<file path="src/rtl/phy_lane_if.sv">
// Lane-source and byte-stream bundle between the four lane sources, the
// transmit scheduler and the parallel-to-serial stage.
interface phy_lane_if;
    logic [7:0] In0;
    logic [7:0] In1;
    logic [7:0] In2;
    logic [7:0] In3;
    logic       valid0;
    logic       valid1;
    logic       valid2;
    logic       valid3;
    logic       ready_in;
    logic       pop0;
    logic       pop1;
    logic       pop2;
    logic       pop3;
    logic [7:0] data_out;
    logic       valid_out;
    logic       k_out;
    logic [1:0] lane_sel;
    logic       link_up;

    modport master (
        input  In0, In1, In2, In3,
        input  valid0, valid1, valid2, valid3,
        input  ready_in,
        output pop0, pop1, pop2, pop3,
        output data_out, valid_out, k_out, lane_sel, link_up
    );

    modport slave (
        output In0, In1, In2, In3,
        output valid0, valid1, valid2, valid3,
        output ready_in,
        input  pop0, pop1, pop2, pop3,
        input  data_out, valid_out, k_out, lane_sel, link_up
    );
endinterface

</file>
<file path="src/rtl/phy_lane_scheduler.sv">
// Round-robin transmit scheduler sharing the PHY byte path among four lanes,
// preceded by a fixed comma training sequence after reset.
//
// state    | meaning
// ST_TRAIN | sending COM symbols until TRAIN_CNT of them are accepted
// ST_IDLE  | link up, sending IDL, arbitrating among requesting lanes
// ST_SEND  | granted lane is popped for up to MAX_BURST bytes
module phy_lane_scheduler #(
    parameter logic [7:0]  COM_SYM   = 8'hBC,
    parameter logic [7:0]  IDL_SYM   = 8'h7C,
    parameter int unsigned TRAIN_CNT = 4,
    parameter int unsigned MAX_BURST = 4
) (
    input  logic       clk,
    input  logic       reset,
    phy_lane_if.master io_lane
);
    localparam logic [3:0] TRAIN_LAST = 4'(TRAIN_CNT - 1);
    localparam logic [3:0] BURST_LAST = 4'(MAX_BURST - 1);

    typedef enum logic [1:0] {ST_TRAIN, ST_IDLE, ST_SEND} state_t;

    state_t     r_state;
    logic [3:0] r_train_cnt;
    logic [3:0] r_burst_cnt;
    logic [1:0] r_rr_ptr;
    logic [1:0] r_grant;
    logic [7:0] r_data_out;
    logic       r_valid_out;
    logic       r_k_out;
    logic [1:0] r_lane_sel;
    logic       r_link_up;

    logic [3:0] w_valid;
    logic [7:0] w_lane_data [4];
    logic       w_grant_valid;
    logic       w_pop_any;
    logic [3:0] w_pop;
    logic [1:0] w_next_grant;

    assign w_valid        = {io_lane.valid3, io_lane.valid2, io_lane.valid1, io_lane.valid0};
    assign w_lane_data[0] = io_lane.In0;
    assign w_lane_data[1] = io_lane.In1;
    assign w_lane_data[2] = io_lane.In2;
    assign w_lane_data[3] = io_lane.In3;

    assign w_grant_valid = w_valid[r_grant];
    assign w_pop_any     = reset && (r_state == ST_SEND) && w_grant_valid && io_lane.ready_in;

    always_comb begin
        w_pop = 4'b0000;
        if (w_pop_any) begin
            w_pop[r_grant] = 1'b1;
        end
    end

    // Scan from lowest to highest priority so the lane nearest rr_ptr+1 wins.
    always_comb begin
        logic [1:0] v_idx;
        w_next_grant = r_rr_ptr;
        v_idx        = r_rr_ptr;
        for (int i = 4; i >= 1; i--) begin
            v_idx = r_rr_ptr + 2'(i);
            if (w_valid[v_idx]) begin
                w_next_grant = v_idx;
            end
        end
    end

    always_ff @(posedge clk) begin
        if (!reset) begin
            r_state     <= ST_TRAIN;
            r_train_cnt <= 4'd0;
            r_burst_cnt <= 4'd0;
            r_rr_ptr    <= 2'd3;
            r_grant     <= 2'd0;
            r_data_out  <= 8'h00;
            r_valid_out <= 1'b0;
            r_k_out     <= 1'b0;
            r_lane_sel  <= 2'd0;
            r_link_up   <= 1'b0;
        end else begin
            case (r_state)
                ST_TRAIN: begin
                    r_data_out  <= COM_SYM;
                    r_k_out     <= 1'b1;
                    r_valid_out <= 1'b0;
                    if (io_lane.ready_in) begin
                        r_train_cnt <= r_train_cnt + 4'd1;
                        if (r_train_cnt == TRAIN_LAST) begin
                            r_state   <= ST_IDLE;
                            r_link_up <= 1'b1;
                        end
                    end
                end
                ST_IDLE: begin
                    r_data_out  <= IDL_SYM;
                    r_k_out     <= 1'b1;
                    r_valid_out <= 1'b0;
                    if (|w_valid) begin
                        r_grant     <= w_next_grant;
                        r_burst_cnt <= 4'd0;
                        r_state     <= ST_SEND;
                    end
                end
                ST_SEND: begin
                    if (w_pop_any) begin
                        r_data_out  <= w_lane_data[r_grant];
                        r_valid_out <= 1'b1;
                        r_k_out     <= 1'b0;
                        r_lane_sel  <= r_grant;
                        r_burst_cnt <= r_burst_cnt + 4'd1;
                        if (r_burst_cnt == BURST_LAST) begin
                            r_rr_ptr <= r_grant;
                            r_state  <= ST_IDLE;
                        end
                    end else begin
                        r_data_out  <= IDL_SYM;
                        r_k_out     <= 1'b1;
                        r_valid_out <= 1'b0;
                        // An emptied source gives up its grant; a plain stall keeps it.
                        if (!w_grant_valid) begin
                            r_rr_ptr <= r_grant;
                            r_state  <= ST_IDLE;
                        end
                    end
                end
                default: r_state <= ST_TRAIN;
            endcase
        end
    end

    assign io_lane.pop0      = w_pop[0];
    assign io_lane.pop1      = w_pop[1];
    assign io_lane.pop2      = w_pop[2];
    assign io_lane.pop3      = w_pop[3];
    assign io_lane.data_out  = r_data_out;
    assign io_lane.valid_out = r_valid_out;
    assign io_lane.k_out     = r_k_out;
    assign io_lane.lane_sel  = r_lane_sel;
    assign io_lane.link_up   = r_link_up;
endmodule

</file>
<file path="src/flat_wrapper.sv">
// flat-port wrapper written by rule: the top's interface ports become plain ports
module phy_lane_scheduler_flat 
#(
    parameter logic [7:0]  COM_SYM   = 8'hBC,
    parameter logic [7:0]  IDL_SYM   = 8'h7C,
    parameter int unsigned TRAIN_CNT = 4,
    parameter int unsigned MAX_BURST = 4
)
  (clk, reset, io_lane_In0, io_lane_In1, io_lane_In2, io_lane_In3, io_lane_valid0, io_lane_valid1, io_lane_valid2, io_lane_valid3, io_lane_ready_in, io_lane_pop0, io_lane_pop1, io_lane_pop2, io_lane_pop3, io_lane_data_out, io_lane_valid_out, io_lane_k_out, io_lane_lane_sel, io_lane_link_up);
  phy_lane_if io_lane_i ();
  input  logic clk;
  input  logic reset;
  input wire logic [$bits(io_lane_i.In0)-1:0] io_lane_In0;
  input wire logic [$bits(io_lane_i.In1)-1:0] io_lane_In1;
  input wire logic [$bits(io_lane_i.In2)-1:0] io_lane_In2;
  input wire logic [$bits(io_lane_i.In3)-1:0] io_lane_In3;
  input wire logic [$bits(io_lane_i.valid0)-1:0] io_lane_valid0;
  input wire logic [$bits(io_lane_i.valid1)-1:0] io_lane_valid1;
  input wire logic [$bits(io_lane_i.valid2)-1:0] io_lane_valid2;
  input wire logic [$bits(io_lane_i.valid3)-1:0] io_lane_valid3;
  input wire logic [$bits(io_lane_i.ready_in)-1:0] io_lane_ready_in;
  output wire logic [$bits(io_lane_i.pop0)-1:0] io_lane_pop0;
  output wire logic [$bits(io_lane_i.pop1)-1:0] io_lane_pop1;
  output wire logic [$bits(io_lane_i.pop2)-1:0] io_lane_pop2;
  output wire logic [$bits(io_lane_i.pop3)-1:0] io_lane_pop3;
  output wire logic [$bits(io_lane_i.data_out)-1:0] io_lane_data_out;
  output wire logic [$bits(io_lane_i.valid_out)-1:0] io_lane_valid_out;
  output wire logic [$bits(io_lane_i.k_out)-1:0] io_lane_k_out;
  output wire logic [$bits(io_lane_i.lane_sel)-1:0] io_lane_lane_sel;
  output wire logic [$bits(io_lane_i.link_up)-1:0] io_lane_link_up;
  assign io_lane_i.In0 = io_lane_In0;
  assign io_lane_i.In1 = io_lane_In1;
  assign io_lane_i.In2 = io_lane_In2;
  assign io_lane_i.In3 = io_lane_In3;
  assign io_lane_i.valid0 = io_lane_valid0;
  assign io_lane_i.valid1 = io_lane_valid1;
  assign io_lane_i.valid2 = io_lane_valid2;
  assign io_lane_i.valid3 = io_lane_valid3;
  assign io_lane_i.ready_in = io_lane_ready_in;
  assign io_lane_pop0 = io_lane_i.pop0;
  assign io_lane_pop1 = io_lane_i.pop1;
  assign io_lane_pop2 = io_lane_i.pop2;
  assign io_lane_pop3 = io_lane_i.pop3;
  assign io_lane_data_out = io_lane_i.data_out;
  assign io_lane_valid_out = io_lane_i.valid_out;
  assign io_lane_k_out = io_lane_i.k_out;
  assign io_lane_lane_sel = io_lane_i.lane_sel;
  assign io_lane_link_up = io_lane_i.link_up;
  phy_lane_scheduler #(.COM_SYM(COM_SYM), .IDL_SYM(IDL_SYM), .TRAIN_CNT(TRAIN_CNT), .MAX_BURST(MAX_BURST)) u_core (.clk(clk), .reset(reset), .io_lane(io_lane_i));
endmodule
</file>
<file path="config.mk">
export PLATFORM = sky130hd
export DESIGN_NAME = phy_lane_scheduler_flat
export DESIGN_NICKNAME = d
export VERILOG_FILES = /design/src/rtl/phy_lane_if.sv /design/src/rtl/phy_lane_scheduler.sv /design/src/flat_wrapper.sv
export SDC_FILE = /design/constraint.sdc
export NUM_CORES = 1
export LEC_CHECK = 0
export ABC_CLOCK_PERIOD_IN_PS = 2000
export CAP_MARGIN = 15
export CORE_MARGIN = 1.5
export CORE_UTILIZATION = 30
export CTS_BUF_LIST = sky130_fd_sc_hd__clkbuf_8
export DETAILED_ROUTE_END_ITERATION = 8
export SYNTH_ARGS = -nofsm -noshare
export SYNTH_HDL_FRONTEND = slang
export SYNTH_SLANG_ARGS = --single-unit
</file>
<file path="constraint.sdc">
create_clock -name clk -period 2 [get_ports clk]
set_clock_uncertainty 0.1 [all_clocks]
set_input_delay 0.3 -clock clk [delete_from_list [all_inputs] [get_ports clk]]
set_output_delay 0.3 -clock clk [all_outputs]
set_load 0.005 [all_outputs]
</file>
==> reports/metrics.cfg <==
[status]
status=finished clean

[drt]
drtPass1Iterations=4
wire_per_inst_um=13.21
antenna_left=0
via_per_inst=4.961
drt-initial-drc-count=97
drcViolationCount=0
wirelength_um=4400
vias=1652

[global_routing]
grt_pass1_wl_um=7293
antenna_found_initial=0
grt_start_max_net_pins=18
grt_pass1_vias=1572
grt_usage_pct=15.16
overflow=0

[yosys]
ys_seq_area_share_pct=33.10
ys.flop_type=dfxtp_1
syn-instance-count=178
synth_common_cells=dfxtp_1 (27), nand2_1 (18), a21oi_1 (13)
synth.distinct_cells=47
synth_nets=223
yosysWarnings=0
avgSynthCellArea_sq_um=9.173
async_reset_ff_share_pct=0
synth_top_area_cell=dfxtp_1
ys_ff_latch=27
synth_top_area_share_pct=33.10
synth_edf_count=0
ys_top_cells_by_area=dfxtp_1 (33%), mux4_2 (9.7%), ha_1 (4.6%)
synthesis.area_sq_mm=0.001633
synth.most_common_cell=dfxtp_1

[worst_setup_path]
setup.worst_path.start_class=register
rrSetupSlack_ns=0.09
arrival_ns=1.57
cpPeakStageDelay_ns=0.33
cp_max_fo=3
worstSetupPathType=register to primary output
crit_path_cell_trace=inv_2, ha_4, and2b_2, o2bb2ai_4, nand2_2, nor3_2, buf_2
slowest_stage=dfxtp_2
crit_required_ns=1.60
crit_path_end_kind=primary output

[layout]
area.sequential_sq_um=541.8
drive_gt1_share_pct=25.10
layout.nets=309
syn_to_final_growth_pct=57.32
multi_input_area_sq_mm=0.001071
utilization_pct=49.66
fillers=507
diodes=0

[pwr]
power.leakage_nw=0.9588
max-vdd-ir-drop_uv=345.8
total_power_w=0.001679
powerDensity_mw_per_mm2=653.7

[clocking]
cts_tree=yes
clk_path_buf_depth=2
clk_pin_slew_worst_paths_ns=0.10
clk_latency_ns=0.28
root_buffer=clkbuf_8
hold_buffers=0
cts_buffers=3
h-tree-depth=1
clock_sinks=27

[sta]
setup_viol=0
hold_viol=0
rsz0062_at_grt=true
maxSlewViolCount=0
worst_pin_slew_ns=0.3665
worst_slack_ns=0.02661
timing.fmax_ghz=0.5067
timing.hold.ws_ns=0.3732
fin_crit_sh_pct=98.67
layout_min_cycle_time_ns=1.973
slew_headroom_pct=75.45

[hold_path]
hp-class=register to register

[placed_design]
dp_hpwl_um=3487
io_buffers=55
place.gp.congestion=0.7996
pre_cts_ws_ns=-0.3159

[floorplanning]
start_util_pct=31.57
coreArea_sq_mm=0.005172
die-height_um=76.78
die_x_um=76.78
die_area_sq_mm=0.005894
std_cell_rows=26
io_pins=56

[run]
drv_cap=0

[area by class of cell]
type	count	area share (%)
clock inverters	1	0.2923
clock buffers	3	1.607
multi-input cells	135	41.70
inverters	7	1.023
flip-flops and latches	27	21.09
well taps	70	3.410
repair buffers	90	30.88
[where the power goes]
part	switching [W]	leakage [nW]	internal (W)	total [W]
registers	0.0000430	0.221	0.000600	0.000643
logic	0.000309	0.716	0.000402	0.000711
clock network	0.000184	0.0217	0.000142	0.000325
[worst max-delay path, delay by kind of cell (launching register included)]
| family | cells | cell delay (ns) |
|---|---|---|
| AOI/OAI and AO/OA | 1 | 0.14 |
| adders and majority gates | 1 | 0.14 |
| buffers and inverters | 2 | 0.21 |
| DFF | 1 | 0.33 |
| and+or+nand+nor | 3 | 0.47 |
[placed cells by master, fill, tap and decap left out, drive strengths merged, types with 2 or more instances in the layout]
cell type      count
clkdlybuf4s50     51
buf               39
dfxtp             27
nand2             19
a21oi             13
nor2              13
nand2b             9
nand3              9
mux4               8
inv                6
ha                 6
a31oi              5
o31ai              5
o21ai              5
nor3               5
o311a              4
mux2i              4
and2               3
or3                3
clkbuf             3
nor4               2
a211o              2
and3               2
xor2               2
mux2               2
[sequential cells by signal, indices dropped and copies added, names as in the netlist]
name	cells
u_core.io_lane.data_out	8
u_core.io_lane.k_out	1
u_core.io_lane.lane_sel	2
u_core.io_lane.link_up	1
u_core.io_lane.valid_out	1
u_core.r_burst_cnt	4
u_core.r_grant	2
u_core.r_rr_ptr	2
u_core.r_state	2
u_core.r_train_cnt	4
[kinds of logic after synthesis]
group	share of synthesized area, %
AO/OA/AOI/OAI	20.00
flip-flops	33.10
AND/OR/NAND/NOR	21.07
adder cells (fa/ha/maj)	4.598
multiplexers	15.56
buffers and inverters	4.597
XOR/XNOR	1.073
[metrics by stage]
step	instance area, sq um	setup TNS (ns)	std cells
after floorplan	1633	0	178
after global placement	2462	-1.428	326
after detailed placement	2462	-1.563	326
after CTS	2526	0	330
after global routing	2569	-0.07831	333
final	2569	0	333
[final timing paths]
check                                   to  depth (start not counted)                startpoint
hold reg to reg   u_core.io_lane.valid_out                          2  u_core.io_lane.valid_out
setup / recovery              io_lane_pop0                          7         u_core.r_state[0]
hold / removal    u_core.io_lane.valid_out                          2  u_core.io_lane.valid_out
setup reg to reg     u_core.r_burst_cnt[1]                          8         u_core.r_state[0]
[timing repair]
action / 4_1_cts / 5_1_grt
endpoints found under the hold margin: 0 / 0
pin swaps: 4 / 3
buffers inserted: 0 / 3
resized for setup: 24 / 4
setup endpoints to repair: 4 / 4
[metal layers]
layer	vias up	share of wire (%)	GRT usage [%]
li1	836	-	-
met1	764	46	18.00
met2	45	46	26.46
met3	7	5.5	3.095
met4	0	2.3	6.111
met5	-	0	0
(Power assumes the default switching activity.)
